### config.mk
export PLATFORM = sky130hd
export DESIGN_NAME = vc_output_arbiter
export DESIGN_NICKNAME = d
export VERILOG_FILES = /design/src/rtl/ravenoc_pkg.sv /design/src/rtl/vc_output_arbiter_rr_arbiter.sv /design/src/rtl/vc_output_arbiter.sv
export SDC_FILE = /design/constraint.sdc
export NUM_CORES = 1
export LEC_CHECK = 0
export CAP_MARGIN = 15
export CORE_ASPECT_RATIO = 1.2
export CORE_UTILIZATION = 34
export CTS_CLUSTER_DIAMETER = 150
export DETAILED_ROUTE_END_ITERATION = 8
export HOLD_SLACK_MARGIN = 0.08
export PLACE_DENSITY = 0.77
export SYNTH_ARGS = -nofsm -noshare
export SYNTH_HDL_FRONTEND = slang
export SYNTH_SLANG_ARGS = --single-unit
### constraint.sdc
create_clock -name clk -period 3.1 [get_ports clk]
set_clock_uncertainty 0.05 [all_clocks]
set_input_delay 0.62 -clock clk [delete_from_list [all_inputs] [get_ports clk]]
set_output_delay 0.62 -clock clk [all_outputs]
set_load 0.01 [all_outputs]
### src/rtl/ravenoc_pkg.sv
// Shared router definitions: default link geometry, flit-type encoding and
// the credit-counter width derived from the downstream buffer depth.
package ravenoc_pkg;

  localparam int unsigned NUM_VC   = 4;
  localparam int unsigned FLIT_W   = 34;
  localparam int unsigned CREDITS  = 2;
  localparam int unsigned CREDIT_W = $clog2(CREDITS + 1);

  // Flit type lives in the two most significant bits of every flit.
  typedef enum logic [1:0] {
    FLIT_HEAD      = 2'b00,
    FLIT_BODY      = 2'b01,
    FLIT_HEAD_TAIL = 2'b10,
    FLIT_TAIL      = 2'b11
  } flit_type_t;

  // Extracts the flit type from a default-width flit.
  function automatic flit_type_t flit_type(input logic [FLIT_W-1:0] flit);
    return flit_type_t'(flit[FLIT_W-1 -: 2]);
  endfunction

endpackage

### src/rtl/vc_output_arbiter_rr_arbiter.sv
// rr_arbiter: combinational round-robin arbiter. Grants the first set
// request found searching upward from ptr, wrapping at N. One-hot output.
module rr_arbiter #(
  parameter int unsigned N     = 4,
  parameter int unsigned PTR_W = $clog2(N)
) (
  input  logic [N-1:0]     req,
  input  logic [PTR_W-1:0] ptr,
  output logic [N-1:0]     gnt
);

  logic [PTR_W:0]   sum;
  logic [PTR_W-1:0] idx;
  logic             found;

  // Scan N positions starting at ptr; the first requester seen wins.
  always_comb begin
    gnt   = '0;
    found = 1'b0;
    sum   = '0;
    idx   = '0;
    for (int unsigned i = 0; i < N; i++) begin
      sum = {1'b0, ptr} + (PTR_W+1)'(i);
      if (sum >= (PTR_W+1)'(N)) begin
        sum = sum - (PTR_W+1)'(N);
      end
      idx = sum[PTR_W-1:0];
      if (!found && req[idx]) begin
        gnt[idx] = 1'b1;
        found    = 1'b1;
      end
    end
  end

endmodule

### src/rtl/vc_output_arbiter.sv
// vc_output_arbiter: router output stage. Picks one head flit per cycle from
// the per-VC buffers with a credit-gated round-robin arbiter and registers
// it onto the output link. Returned credits track downstream buffer space.
// Optional packet lock (a HEAD holds the link until its TAIL) is enabled by
// defining VC_ARB_PKT_LOCK_EN; otherwise flits of different VCs interleave.
module vc_output_arbiter #(
  parameter int unsigned NUM_VC  = ravenoc_pkg::NUM_VC,
  parameter int unsigned FLIT_W  = ravenoc_pkg::FLIT_W,
  parameter int unsigned CREDITS = ravenoc_pkg::CREDITS
) (
  input  logic                        clk,
  input  logic                        arst,
  input  logic [NUM_VC*FLIT_W-1:0]    fdata_i,
  input  logic [NUM_VC-1:0]           valid_i,
  output logic [NUM_VC-1:0]           ready_o,
  output logic [FLIT_W-1:0]           fdata_o,
  output logic [$clog2(NUM_VC)-1:0]   vc_id_o,
  output logic                        valid_o,
  input  logic [NUM_VC-1:0]           credit_i,
  output logic                        credit_err_o
);

  import ravenoc_pkg::*;

  localparam int unsigned VC_W  = $clog2(NUM_VC);
  localparam int unsigned CNT_W = $clog2(CREDITS + 1);
  localparam logic [CNT_W-1:0] CNT_FULL = CNT_W'(CREDITS);

  logic [CNT_W-1:0]  credit [NUM_VC];
  logic [VC_W-1:0]   rr_ptr;
  logic [NUM_VC-1:0] elig;
  logic [NUM_VC-1:0] req;
  logic [NUM_VC-1:0] gnt;
  logic              any_gnt;
  logic [VC_W-1:0]   gnt_idx;
  logic [FLIT_W-1:0] gnt_flit;
  logic [VC_W-1:0]   next_ptr;

`ifdef VC_ARB_PKT_LOCK_EN
  logic              lock;
  logic [VC_W-1:0]   lock_vc;
  flit_type_t        gnt_type;
`endif

  // A VC may compete when it has a flit and downstream space; a held lock
  // narrows the field to the locked VC only.
  always_comb begin
    elig = '0;
    for (int unsigned v = 0; v < NUM_VC; v++) begin
      elig[v] = valid_i[v] && (credit[v] != '0);
`ifdef VC_ARB_PKT_LOCK_EN
      if (lock && (lock_vc != VC_W'(v))) begin
        elig[v] = 1'b0;
      end
`endif
    end
  end

  // No grants are offered while reset is held.
  always_comb begin
    req = arst ? '0 : elig;
  end

  rr_arbiter #(
    .N     (NUM_VC),
    .PTR_W (VC_W)
  ) u_rr_arbiter (
    .req (req),
    .ptr (rr_ptr),
    .gnt (gnt)
  );

  assign ready_o = gnt;
  assign any_gnt = |gnt;

  // Convert the one-hot grant into an index and select the granted flit.
  always_comb begin
    gnt_idx  = '0;
    gnt_flit = '0;
    for (int unsigned v = 0; v < NUM_VC; v++) begin
      if (gnt[v]) begin
        gnt_idx  = VC_W'(v);
        gnt_flit = fdata_i[v*FLIT_W +: FLIT_W];
      end
    end
  end

  // Pointer moves just past the granted VC, wrapping at NUM_VC.
  always_comb begin
    if (gnt_idx == VC_W'(NUM_VC - 1)) begin
      next_ptr = '0;
    end else begin
      next_ptr = gnt_idx + VC_W'(1);
    end
  end

`ifdef VC_ARB_PKT_LOCK_EN
  assign gnt_type = flit_type_t'(gnt_flit[FLIT_W-1 -: 2]);
`endif

  // Per-VC credit counters: a send consumes, a return refunds, both cancel.
  // A return to a full counter is held off and flagged as sticky error.
  always_ff @(posedge clk) begin
    if (arst) begin
      for (int unsigned v = 0; v < NUM_VC; v++) begin
        credit[v] <= CNT_FULL;
      end
      credit_err_o <= 1'b0;
    end else begin
      for (int unsigned v = 0; v < NUM_VC; v++) begin
        unique case ({gnt[v], credit_i[v]})
          2'b10: credit[v] <= credit[v] - CNT_W'(1);
          2'b01: begin
            if (credit[v] == CNT_FULL) begin
              credit_err_o <= 1'b1;
            end else begin
              credit[v] <= credit[v] + CNT_W'(1);
            end
          end
          default: ;
        endcase
      end
    end
  end

  // Round-robin pointer and packet lock state.
  // Releasing the lock on a TAIL/HEAD_TAIL from lock_vc needs no special
  // pointer handling: only lock_vc can be granted then, so next_ptr already
  // equals lock_vc + 1.
  always_ff @(posedge clk) begin
    if (arst) begin
      rr_ptr  <= '0;
`ifdef VC_ARB_PKT_LOCK_EN
      lock    <= 1'b0;
      lock_vc <= '0;
`endif
    end else if (any_gnt) begin
      rr_ptr <= next_ptr;
`ifdef VC_ARB_PKT_LOCK_EN
      if (gnt_type == FLIT_HEAD) begin
        lock    <= 1'b1;
        lock_vc <= gnt_idx;
      end else if ((gnt_type == FLIT_TAIL) || (gnt_type == FLIT_HEAD_TAIL)) begin
        lock    <= 1'b0;
      end
`endif
    end
  end

  // Link register: data and VC id hold when idle, valid marks a new flit.
  always_ff @(posedge clk) begin
    if (arst) begin
      valid_o <= 1'b0;
      fdata_o <= '0;
      vc_id_o <= '0;
    end else begin
      valid_o <= any_gnt;
      if (any_gnt) begin
        fdata_o <= gnt_flit;
        vc_id_o <= gnt_idx;
      end
    end
  end

endmodule

==> summary.txt <==
Place
  • Port buffer count: ~190
  • DP Cell Count: a little under 700
  • Placer Congestion: between 0.9 and 1
  • Post-DP HPWL: 9160 um

Floorplanning
  • Die Height: around 110 um
  • CORE AREA: a little under 0.009 mm^2
  • Rows: 37
  • Io pins: about 190
  • Initial Utilization: between 30% and 40%
  • Chip width: between 80 and 90 um
  • Die area: between 0.009 and 0.01 mm^2

Power
  • Peak VDD IR: between 500 and 600 uV
  • Pwr/cell area: roughly 1000 mW/mm^2
  • Total power: 6.12 mW
  • Leak pwr: approximately 2.3 nW

Global route
  • Vias in the first global route: around 4000
  • Gr usage total: around a quarter
  • First-pass GRT wire length: around 19000 um
  • Initial antenna violation count: 0
  • Largest net degree at the start of global routing: 32
  • Gr ovfl total: 0

CTS
  • Clock Latency Late Sink: 0.30 ns
  • Root Buffer: clkbuf_8
  • H-tree levels: 2
  • Sinks on the clock net: between 40 and 50
  • Max clock buf depth: 2
  • CTS tree: built
  • Hold Buf Count CTS: 0
  • CTS clk-pin slew, worst paths: 0.09 ns
  • Total CTS buffers: 5

Timing
  • Least-Margin Pin Slew: roughly 0.45 ns
  • Normalized max-slew margin: 70.0%
  • Final Hold Viols: 0
  • Final setup vio count: 36
  • Final WS setup: -0.159 ns
  • Fin Setup TNS: -3.52 ns
  • Pins Over Slew Limit: 0
  • Final period utilization: 105%
  • Tmin final: roughly 3.3 ns
  • Achievable Freq: 0.307 GHz
  • Hold Worst Slack: 0.457 ns
  • RSZ-0062 raised after global routing: yes

Detailed routing
  • Antenna viol nets, final: 0
  • Drt initial violations: between 300 and 400
  • Met1 wire length: about 4700 um
  • Top sig layer: met4
  • Per-cell routed wire length: 18.1 um
  • Via Count: approximately 4000
  • Wire length on met3: 766 um
  • Via density: ~5.6
  • Routed WL: approximately 13000 um
  • DR WL met2: just over 7000 um
  • # DRC: 0
  • First drt pass iteration count: 8

Outcome
  • Failing checks: setup timing
  • Outcome: finished with violations

Cells and area
  • Multi-input gate area: between 0.0015 and 0.002 mm^2
  • Net count reported at finish: around 760
  • Sequential Area: around 0.0010 mm^2
  • Finished Layout Cells: a little over 700
  • Area grow syn2layout: 93.5%
  • Ant. Diodes: 0
  • Layout cells sized above 1: a little under a quarter
  • Commonest cells after routing, fill and taps aside: 178 x clkdlybuf4s50_1, 59 x buf_4, 45 x nor2_1
  • Final core occ: ~70%
  • Commonest non-fill, non-tap cell in the layout: clkdlybuf4s50_1
  • Fillers: 682

Run
  • Max-cap violations: 0

Yosys
  • Top cell type's share of synthesized area: approximately 26%
  • Yosys cell types: 56
  • Synth area leader: dfxtp_1
  • Syn_area_per_cell: approximately 8.6 um^2
  • Async set-or-reset flop fraction in the synthesized netlist: 0%
  • Seq cells post-synth: 48
  • Top_reg_cell synth: dfxtp_1
  • Sequential area share after synthesis: ~34%
  • Syn Inst Count: between 300 and 400
  • Yosys warnings: 0
  • EDFF count, synth: 8
  • Synth top area cells: dfxtp_1 26%, a222oi_1 10%, a211oi_1 8.8%, edfxtp_1 7.8%, a21oi_1 6.3%
  • Post-Synthesis Net Count: 511
  • Netlist Area Pre-Place: 0.00309 mm^2

Worst setup path
  • Crit Path Class: reg -> reg
  • Crit Reg-Reg Startpoint: credit[0][1]
  • CP arrival: 3.38 ns
  • Critical path origin: credit[0][1]
  • CP required: 3.22 ns
  • CP Launch Type: flip-flop
  • Worst Path Max Fanout: 20
  • Crit. End Element: flip-flop

Hold path
  • Hold Crit Start: fdata_o[28]
  • Worst Hold Class: reg -> reg
-- synthesized netlist by cell type, types with 8 or more instances --
| cell | count |
|---|---|
| a211oi_1 | 36 |
| a21oi_1 | 39 |
| a222oi_1 | 31 |
| buf_2 | 13 |
| clkbuf_1 | 11 |
| dfxtp_1 | 40 |
| edfxtp_1 | 8 |
| ha_1 | 8 |
| inv_1 | 14 |
| nand2_1 | 15 |
| nor2_1 | 50 |
| nor3_1 | 14 |
-- area by class of cell --
cell class	instances	share of cell area (%)
repair buffers	269	45.0
clock buffers	7	1.28
clock inverters	1	0.0629
multi-input cells	261	32.7
well taps	117	2.45
inverters	17	1.11
flip-flops and latches	48	17.4
-- worst max-delay path: stages, from the launching register on --
cell and delay, ns:
edfxtp_1 0.42, or2_1 0.28, a2111o_1 0.46, a2111oi_4 0.41, buf_4 0.21, a22oi_2 0.05, and4b_2 0.25, clkinv_2 0.07
buf_6 0.12, nor3_4 0.06, buf_12 0.15, a222oi_1 0.46, a211oi_1 0.13
-- final timing paths --
| kind | endpoint | slack (ns) | cells after the start |
|---|---|---|---|
| min | fdata_o[28] | 0.46 | 2 |
| max reg2reg | fdata_o[16] | -0.16 | 12 |
| max | fdata_o[16] | -0.16 | 12 |
| min reg2reg | fdata_o[28] | 0.46 | 2 |
-- timing repair --
item,4_1_cts,5_1_grt
setup buffers,17,14
cloned,5,0
setup endpoints to repair,59,54
pin swaps,26,18
resized for setup,57,36
-- through the flow --
stage / setup slack, ns / instance area [um^2]
6_report: -0.159 / 5970
5_1_grt: -0.233 / 5970
4_1_cts: -0.126 / 5780
3_5_place_dp: -0.895 / 5340
3_3_place_gp: -0.821 / 5340
2_1_floorplan: -0.0282 / 3100
-- flip-flops by register name, indices dropped and copies added, names as in the netlist --
register	cells
fdata_o	34
credit_err_o	1
vc_id_o	2
credit	8
rr_ptr	2
valid_o	1
-- power by group --
group / internal [mW] / switching, mW
Clock: 0.158 / 0.209
Sequential: 0.983 / 0.153
Combinational: 2.47 / 2.15
-- kinds of logic (layout without fill, tap and decap cells) --
kind of cell,after synthesis,count (layout),synth area share [%]
adders and majority gates,8,8,3.24
muxes,4,4,2.55
and+or+nand+nor,114,114,19.2
DFF,48,48,33.7
xor gates and xnor gates,2,2,0.568
buffers and inverters,48,294,7.87
AOI/OAI and AO/OA,133,133,32.8
-- per-layer routing --
metal / global-route usage (%) / up-vias
met2: 50.5 / 190
met5: 0 / -
met1: 28.1 / 1924
met4: 10.2 / 0
li1: - / 1876
met3: 5.20 / 26
(Power assumes the default switching activity.)
